**src/rtl/fetch_unit_pkg.sv**
```systemverilog
`default_nettype none
// ============================================================================
//  Module      : fetch_unit_pkg
//  Description : Shared widths, halt opcode, memory depth and fetch FSM
//                state encoding for the instruction fetch stage.
//  Revision    : 1.0  initial release
// ============================================================================
package fetch_unit_pkg;

    localparam int          PC_W_DEF        = 8;
    localparam int          INSTR_W_DEF     = 16;
    localparam int          OPCODE_W        = 4;
    localparam logic [3:0]  HALT_OPCODE_DEF = 4'hF;
    // Number of implemented instruction memory words; shared with the memory.
    localparam int          IMEM_DEPTH_DEF  = 30;

    typedef enum logic [1:0] {
        ST_IDLE  = 2'd0,
        ST_FETCH = 2'd1,
        ST_HALT  = 2'd2
    } fetch_state_e;

    // True when the opcode field of a fetched word is the halt opcode.
    function automatic logic is_halt_opcode(input logic [OPCODE_W-1:0] opcode,
                                            input logic [OPCODE_W-1:0] halt_opcode);
        return (opcode == halt_opcode);
    endfunction

endpackage : fetch_unit_pkg
`default_nettype wire

```
**src/rtl/fetch_unit_if_id_reg.sv**
```systemverilog
`default_nettype none
// ============================================================================
//  Module      : fetch_unit_if_id_reg
//  Description : IF/ID pipeline register. Captures instruction and its
//                address on load, drops the valid flag on clear (flush),
//                and otherwise holds (stall).
//  Revision    : 1.0  initial release
// ============================================================================
module fetch_unit_if_id_reg #(
    parameter int PC_W    = 8,
    parameter int INSTR_W = 16
) (
    input  logic               clk,
    input  logic               rst_n,
    input  logic               load,
    input  logic               clear,
    input  logic [INSTR_W-1:0] instr_in,
    input  logic [PC_W-1:0]    pc_in,
    output logic [INSTR_W-1:0] instr,
    output logic [PC_W-1:0]    pc,
    output logic               valid
);

    logic [INSTR_W-1:0] instr_q, instr_d;
    logic [PC_W-1:0]    pc_q, pc_d;
    logic               valid_q, valid_d;

    // Next-value selection: clear beats load; a flush only kills the valid
    // flag, the stale payload is left in place since nothing reads it.
    always_comb begin
        instr_d = instr_q;
        pc_d    = pc_q;
        valid_d = valid_q;
        if (clear) begin
            valid_d = 1'b0;
        end else if (load) begin
            instr_d = instr_in;
            pc_d    = pc_in;
            valid_d = 1'b1;
        end
    end

    // Register storage with asynchronous reset to an empty slot.
    always_ff @(posedge clk or negedge rst_n) begin
        if (!rst_n) begin
            instr_q <= '0;
            pc_q    <= '0;
            valid_q <= 1'b0;
        end else begin
            instr_q <= instr_d;
            pc_q    <= pc_d;
            valid_q <= valid_d;
        end
    end

    assign instr = instr_q;
    assign pc    = pc_q;
    assign valid = valid_q;

endmodule : fetch_unit_if_id_reg
`default_nettype wire

```
**src/rtl/fetch_unit.sv**
```systemverilog
`default_nettype none
// ============================================================================
//  Module      : fetch_unit
//  Description : Instruction fetch stage. Owns the program counter, drives
//                the instruction memory address, captures read data into the
//                IF/ID register and sequences IDLE / FETCH / HALT.
//                Optional macro FETCH_BOUND_CHECK_EN enables a fault when a
//                fetch is attempted at or beyond IMEM_DEPTH.
//  Revision    : 1.0  initial release
// ============================================================================
module fetch_unit
    import fetch_unit_pkg::*;
#(
    parameter int                       PC_W        = PC_W_DEF,
    parameter int                       INSTR_W     = INSTR_W_DEF,
    parameter logic [PC_W-1:0]          RESET_PC    = '0,
    parameter logic [OPCODE_W-1:0]      HALT_OPCODE = HALT_OPCODE_DEF,
    parameter int                       IMEM_DEPTH  = IMEM_DEPTH_DEF
) (
    input  logic               clk,
    input  logic               rst_n,
    input  logic               run,
    input  logic               inst_load,
    input  logic               stall,
    input  logic               redirect_valid,
    input  logic [PC_W-1:0]    redirect_pc,
    output logic [PC_W-1:0]    pc_out,
    input  logic [INSTR_W-1:0] imem_rd,
    output logic [INSTR_W-1:0] if_instr,
    output logic [PC_W-1:0]    if_pc,
    output logic               if_valid,
    output logic               halted,
    output logic               fetch_fault
);

    localparam logic [PC_W:0] C_DEPTH = IMEM_DEPTH[PC_W:0];

    fetch_state_e          state_q, state_d;
    logic [PC_W-1:0]       pc_q, pc_d;
    logic                  fault_q, fault_d;
    logic                  ifid_load;
    logic                  ifid_clear;
    logic                  pc_out_of_range;
    logic                  halt_word;

    assign halt_word = is_halt_opcode(imem_rd[INSTR_W-1 -: OPCODE_W], HALT_OPCODE);

`ifdef FETCH_BOUND_CHECK_EN
    // Fetch address beyond the implemented memory words.
    assign pc_out_of_range = ({1'b0, pc_q} >= C_DEPTH);
`else
    // Unchecked range: the PC simply wraps at 2^PC_W, so no fault can arise.
    assign pc_out_of_range = 1'b0 & ({1'b0, pc_q} >= C_DEPTH);
`endif

    // Next-state, PC and IF/ID control. Priority inside FETCH is
    // inst_load > redirect > stall > normal fetch. inst_load also wins in
    // HALT so the loader always regains a quiet fetch stage.
    always_comb begin
        state_d    = state_q;
        pc_d       = pc_q;
        fault_d    = fault_q;
        ifid_load  = 1'b0;
        ifid_clear = 1'b0;

        case (state_q)
            ST_IDLE: begin
                ifid_clear = 1'b1;
                if (run && !inst_load) begin
                    state_d = ST_FETCH;
                end
            end

            ST_FETCH: begin
                if (inst_load) begin
                    ifid_clear = 1'b1;
                    state_d    = ST_IDLE;
                end else if (redirect_valid) begin
                    ifid_clear = 1'b1;
                    pc_d       = redirect_pc;
                end else if (stall) begin
                    // everything holds
                end else if (pc_out_of_range) begin
                    ifid_clear = 1'b1;
                    fault_d    = 1'b1;
                    state_d    = ST_HALT;
                end else begin
                    ifid_load = 1'b1;
                    if (halt_word) begin
                        // PC parks on the halt word
                        state_d = ST_HALT;
                    end else begin
                        pc_d = pc_q + PC_W'(1);
                    end
                end
            end

            ST_HALT: begin
                ifid_clear = 1'b1;
                if (inst_load) begin
                    state_d = ST_IDLE;
                end else if (redirect_valid) begin
                    pc_d    = redirect_pc;
                    state_d = ST_FETCH;
                end
            end

            default: begin
                ifid_clear = 1'b1;
                state_d    = ST_IDLE;
            end
        endcase

        // A loader session starts from a clean fault status.
        if (inst_load) begin
            fault_d = 1'b0;
        end
    end

    // State, program counter and fault flag registers.
    always_ff @(posedge clk or negedge rst_n) begin
        if (!rst_n) begin
            state_q <= ST_IDLE;
            pc_q    <= RESET_PC;
            fault_q <= 1'b0;
        end else begin
            state_q <= state_d;
            pc_q    <= pc_d;
            fault_q <= fault_d;
        end
    end

    fetch_unit_if_id_reg #(
        .PC_W    (PC_W),
        .INSTR_W (INSTR_W)
    ) u_if_id_reg (
        .clk      (clk),
        .rst_n    (rst_n),
        .load     (ifid_load),
        .clear    (ifid_clear),
        .instr_in (imem_rd),
        .pc_in    (pc_q),
        .instr    (if_instr),
        .pc       (if_pc),
        .valid    (if_valid)
    );

    assign pc_out      = pc_q;
    assign halted      = (state_q == ST_HALT);
    assign fetch_fault = fault_q;

endmodule : fetch_unit
`default_nettype wire

```
**config.mk**
```make
export PLATFORM = sky130hd
export DESIGN_NAME = fetch_unit
export DESIGN_NICKNAME = d
export VERILOG_FILES = /design/src/rtl/fetch_unit_pkg.sv /design/src/rtl/fetch_unit_if_id_reg.sv /design/src/rtl/fetch_unit.sv
export SDC_FILE = /design/constraint.sdc
export NUM_CORES = 1
export LEC_CHECK = 0
export CORE_ASPECT_RATIO = 0.9
export CORE_MARGIN = 2
export CORE_UTILIZATION = 41
export CTS_BUF_LIST = sky130_fd_sc_hd__clkbuf_4
export CTS_CLUSTER_DIAMETER = 200
export DETAILED_ROUTE_END_ITERATION = 16
export PLACE_DENSITY = 0.81
export SLEW_MARGIN = 20
export SYNTH_ARGS = -nofsm -noshare
export SYNTH_HDL_FRONTEND = slang
export SYNTH_HIERARCHICAL = 1
export SYNTH_SLANG_ARGS = --single-unit
export TNS_END_PERCENT = 100
```
**constraint.sdc**
```tcl
create_clock -name clk -period 1.8 [get_ports clk]
set_clock_uncertainty 0.05 [all_clocks]
set_input_delay 0.18 -clock clk [delete_from_list [all_inputs] [get_ports clk]]
set_output_delay 0.18 -clock clk [all_outputs]
set_load 0.02 [all_outputs]
```
Word-level counts from Yosys, hierarchy flattened
Cells that the tools add are included.
- bitwise gates (word level): 1
- add/sub/neg operators: 1
- muxes and demuxes: 24
- reduce and logical (&&, ||, !) cells: 8
- equality and inequality tests: 13
- operators by type and width (cell ; count):
    8-bit two-way mux ; 6
    3-bit inequality test, second input constant ; 6
    8-bit one-hot mux with 2 select lines ; 1
    2-bit two-way mux ; 7
    1-bit two-way mux ; 9
    8-bit by 1-bit adder with 8-bit output, second input constant ; 1
    2-bit inequality test, second input constant ; 4
    2-bit one-hot mux with 3 select lines ; 1
    6-bit AND reduction ; 1
    5-bit AND reduction ; 1
    4-bit == test, second input constant ; 1
    2-bit nonzero test ; 2
    2-bit by 1-bit == test with 1-bit output, second input constant ; 1
    2-bit == test, second input constant ; 1
    2-bit logical NOT ; 1
    2-bit AND reduction ; 1
    1-bit logical AND ; 1
    1-bit logical NOT ; 1
    1-bit NOT ; 1
- output and inout port bits: 35
- bits in registers: 35

Depth between registers and ports, before layout
- word-level depth: 6
- gate-level depth with buffers: 8
- gate-level depth less buffers: 5

Hierarchy
Netlist, hierarchy kept.
- modules (own cells, without submodules) (module ; seq. area each (sq um) ; cells each ; area an instance (sq um) ; instances):
    fetch_unit_if_id_reg ; 625.6 ; 55 ; 1043.5 ; 1
    fetch_unit ; 250.2 ; 79 ; 708.2 ; 1

Worst setup path before layout
Ideal clock, no wire load.
- path type: flip-flop to flip-flop
- start point: register state_q[1]
- end point: register u_if_id_reg.instr_q[0] (netlist: u_if_id_reg/instr[0])
- data arrival time: 1476 ps
- stages on the path, launching flop included: 8
- required time: 1625 ps
- period minus slack after synthesis: 1651 ps
- setup time: 125 ps
- slack: 149 ps
- cell sequence: dfrtp_1 inv_1 nand3_1 nor2_1 nor2b_4 buf_6 buf_12 mux2_4
- cells in the longest elaborated chain, start to end: 4
- elaborated cells on any way between the ends: 5
- ends and longest elaborated chain (what ; RTL line ; text):
    from (decl) ; fetch_unit.sv:38 ; fetch_state_e state_q, state_d;
    from (signal assigned) ; fetch_unit.sv:127 ; state_q <= state_d;
    2-bit by 1-bit == test with 1-bit output ; fetch_unit.sv:66 ; case (state_q)
    1-bit two-way mux ; fetch_unit.sv:66 ;
    net ifid_clear ; fetch_unit.sv:42 ; logic ifid_clear;
    1-bit NOT (no source line) ; n/a ;
    2-bit AND reduction (no source line) ; n/a ;
    to (signal assigned) ; fetch_unit_if_id_reg.sv:50 ; instr_q <= instr_d;
    to (decl) ; fetch_unit_if_id_reg.sv:24 ; logic [INSTR_W-1:0] instr_q, instr_d;
The timed path passes the listed nets, and every way through them passes these cells.
A chain may end at the register's enable or synchronous reset.

Worst setup path in the final report
- start point: register pc_q[0] (netlist: pc_out[0])
- end point: output port pc_out[0]
- RTL lines (what ; RTL line ; text):
    from (decl) ; fetch_unit.sv:39 ; logic [PC_W-1:0] pc_q, pc_d;
    from (signal assigned) ; fetch_unit.sv:128 ; pc_q <= pc_d;
    to (decl) ; fetch_unit.sv:27 ; output logic [PC_W-1:0] pc_out,
No word-level cell between the ends.

==> run_results.csv <==
group,metric,value,unit
run_status,status,"finished, final reports clean",
detailed_routing,ant_nets,0,
clock_tree,clkLatencyLatePin,0.33,ns
synth,synth_edf_count,0,
synth,synth.distinct_cells,35,
layout,final_util,63.8,%
global_routing,grt_start_max_net_pins,36,
layout,areaGrowthSynthToFinish,49.4,%
worst_setup_path,path_cells,"clkdlybuf4s50_1",
place,hpwlAfterDp,2.78,mm
synth,yosysWarnings,6,
synth,avgSynthCellArea,13.1,sq um
sta,hold_slack,0.400,ns
detailed_routing,wire_per_inst,15.7,um
clock_tree,htree_levels,2,
synth,ys_seq_area_share,50.0,%
clock_tree,clk_pin_slew,0.11,ns
floorplanning,die_area,4810,sq um
detailed_routing,wirelength,4.06,mm
worst_setup_path,cp-start-kind,"register",
synth,ys_async_sr_fraction,100,%
sta,max_clock_freq,0.579,GHz
global_routing,grt_pass1_vias,1271,
floorplanning,die_h,66.0,um
floorplanning,start_util,42.7,%
detailed_routing,drc,0,
place,globalplace.congestion,0.817,
sta,fin_ws,0.0718,ns
synth,yosysTopAreaCell,"dfrtp_1",
layout,num-nets-final,241,
sta,fin_crit_sh,96.0,%
worst_setup_path,cp_top_family,"buffers and inverters",
clock_tree,cts_sinks,35,
synth,synth_top_area_share,50.0,%
sta,finalHoldViolCount,0,
sta,min_period,1.73,ns
worst_setup_path,critical-path-max-stage-delay,0.67,ns
worst_setup_path,arrival,1.50,ns
place,place_area,2410,sq um
synth,ys_seq_elements,35,
floorplanning,io_pins,65,
synth,syn_area,1750,sq um
floorplanning,rows,22,
power_and_ir_drop,power.density,898,nW/um^2
layout,layout_common_cells,"61 x clkdlybuf4s50_1, 33 x dfrtp_1, 20 x mux2_4",
layout,mostFrequentLayoutCell,"clkdlybuf4s50_1",
floorplanning,core-area,4100,sq um
place,io_buffer_count,63,
detailed_routing,drt_first_pass_iters,5,
min_path,hp-class,"in2async",
global_routing,overflow,0,
detailed_routing,first_iter_violations,61,
layout,final_layout_size_suffix_gt1_share,28.0,%
worst_setup_path,cp_num_buf_inv,1,
power_and_ir_drop,power_leakage,1.13,nW
worst_setup_path,worst_path_max_delay_cell,"clkdlybuf4s50_1",
global_routing,grt_pass1_wl,6.15,mm
sta,slew_viol_final,0,
synth,synthCells,134,
layout,final_area,2620,sq um
worst_setup_path,critical_path.max_fanout,7,
synth,ys.flop_type,"dfrtp_1",
synth,synth.area.top_cells,"dfrtp_1 50%, mux2_4 17%, buf_6 3.2%",
worst_setup_path,end_kind,"output port",
power_and_ir_drop,peakVddDrop,722,uV
worst_setup_path,cp.required,1.57,ns
clock_tree,clockBufferDepth,2,
global_routing,antenna_found_initial,0,
job,cap_violations,0,
global_routing,grtUsageTotal,17.0,%
layout,num_antenna_cells,0,
detailed_routing,vias_per_cell,5.16,
sta,worst_slew_pin_slew,0.771,ns
sta,slew_headroom,48.6,%
clock_tree,cts_tree,"done",
worst_setup_path,crit_type,"reg2out",
sta,setup_viol,0,
power_and_ir_drop,finalPower,0.00235,W
clock_tree,numCtsBuffers,5,
place,dp_slack,-0.138,ns
floorplanning,die_x,72.9,um
synth,synth_nets,165,
detailed_routing,num_vias,1336,
clock_tree,root_buffer,"clkbuf_4",
-- per-layer routing --
layer	GRT usage (%)	share of wire (%)	vias to the layer above
met5	0	0	-
met4	7.18	1.2	0
met3	3.81	6.2	6
met2	25.6	48	51
met1	23.5	45	645
li1	-	-	634
-- area by class of cell --
type | count | area, sq um
Timing Repair Buffer | 78 | 807
Clock inverter | 2 | 60.1
Sequential cell | 35 | 878
Clock buffer | 6 | 45.0
Inverter | 6 | 22.5
Fill cell | 319 | 1480
Tap cell | 48 | 60.1
Multi-Input combinational cell | 84 | 744
-- timing repair --
action / in CTS / in global routing
resized for setup: 1 / 4
hold buffers: 1 / 0
pin swaps: 0 / 0
setup buffers: 0 / 1
cloned: 0 / 3
endpoints found under the setup margin: 1 / 23
hold endpoints to repair: 35 / 0
-- kinds of logic after synthesis --
group                    after synthesis  synth area share [%]
adder cells (fa/ha/maj)                1                 0.714
XOR/XNOR                               1                 0.500
multiplexers                          26                  20.9
AO/OA/AOI/OAI                         25                  9.79
flip-flops                            35                  50.0
buffers and inverters                 15                  7.64
AND/OR/NAND/NOR                       30                  10.2
other                                  1                 0.214
-- cells in the mapped netlist, types with 2 or more instances --
cell type / n
o21ai_0: 4
inv_1: 6
buf_12: 2
o31a_1: 2
nor3_1: 4
nor4_1: 2
nor2_1: 6
a21oi_1: 9
mux2_4: 20
or2_2: 2
buf_4: 2
dfrtp_1: 35
nand4_1: 2
buf_6: 5
nor4b_1: 2
nor2b_4: 2
nand2_1: 2
nand3_1: 4
mux2_2: 5
o22a_1: 2
o22ai_1: 2
-- power breakdown --
group | leakage (nW) | internal, W | switching (W) | total [W]
logic | 0.611 | 0.000349 | 0.000280 | 0.000629
clock network | 0.0559 | 0.000449 | 0.000269 | 0.000717
registers | 0.463 | 0.000884 | 0.000119 | 0.00100
total | 1.13 | 0.00168 | 0.000668 | 0.00235
-- flip-flops by register name, summed over array words and instances, names as in the netlist --
name	count
u_if_id_reg/valid	1
state_q	2
pc_out	8
u_if_id_reg/pc	8
u_if_id_reg/instr	16
-- per-stage QoR --
stage	setup TNS, ns	cells
floorplan	0	134
global placement	-1.75	246
detailed placement	-2.89	246
CTS	0	255
global route	-0.00477	259
finish	0	259
-- worst paths after layout --
check / slack (ns) / cells past startpoint / start / endpoint
hold reg to reg: 0.47 / 1 / u_if_id_reg/instr[10]$_DFFE_PN0P_ / u_if_id_reg/instr[10]$_DFFE_PN0P_
hold / removal: 0.40 / 2 / rst_n / u_if_id_reg/instr[1]$_DFFE_PN0P_
setup reg to reg: 0.12 / 7 / state_q[1]$_DFFE_PN0P_ / u_if_id_reg/instr[11]$_DFFE_PN0P_
min in group clk: 0.40 / 2 / inst_load / state_q[0]$_DFFE_PN0P_
setup / recovery: 0.07 / 1 / pc_out[0]$_DFFE_PN0P_ / pc_out[0]
max in group asynchronous: 0.76 / 2 / rst_n / state_q[1]$_DFFE_PN0P_
Note: power is estimated with default switching activity, not from simulation.
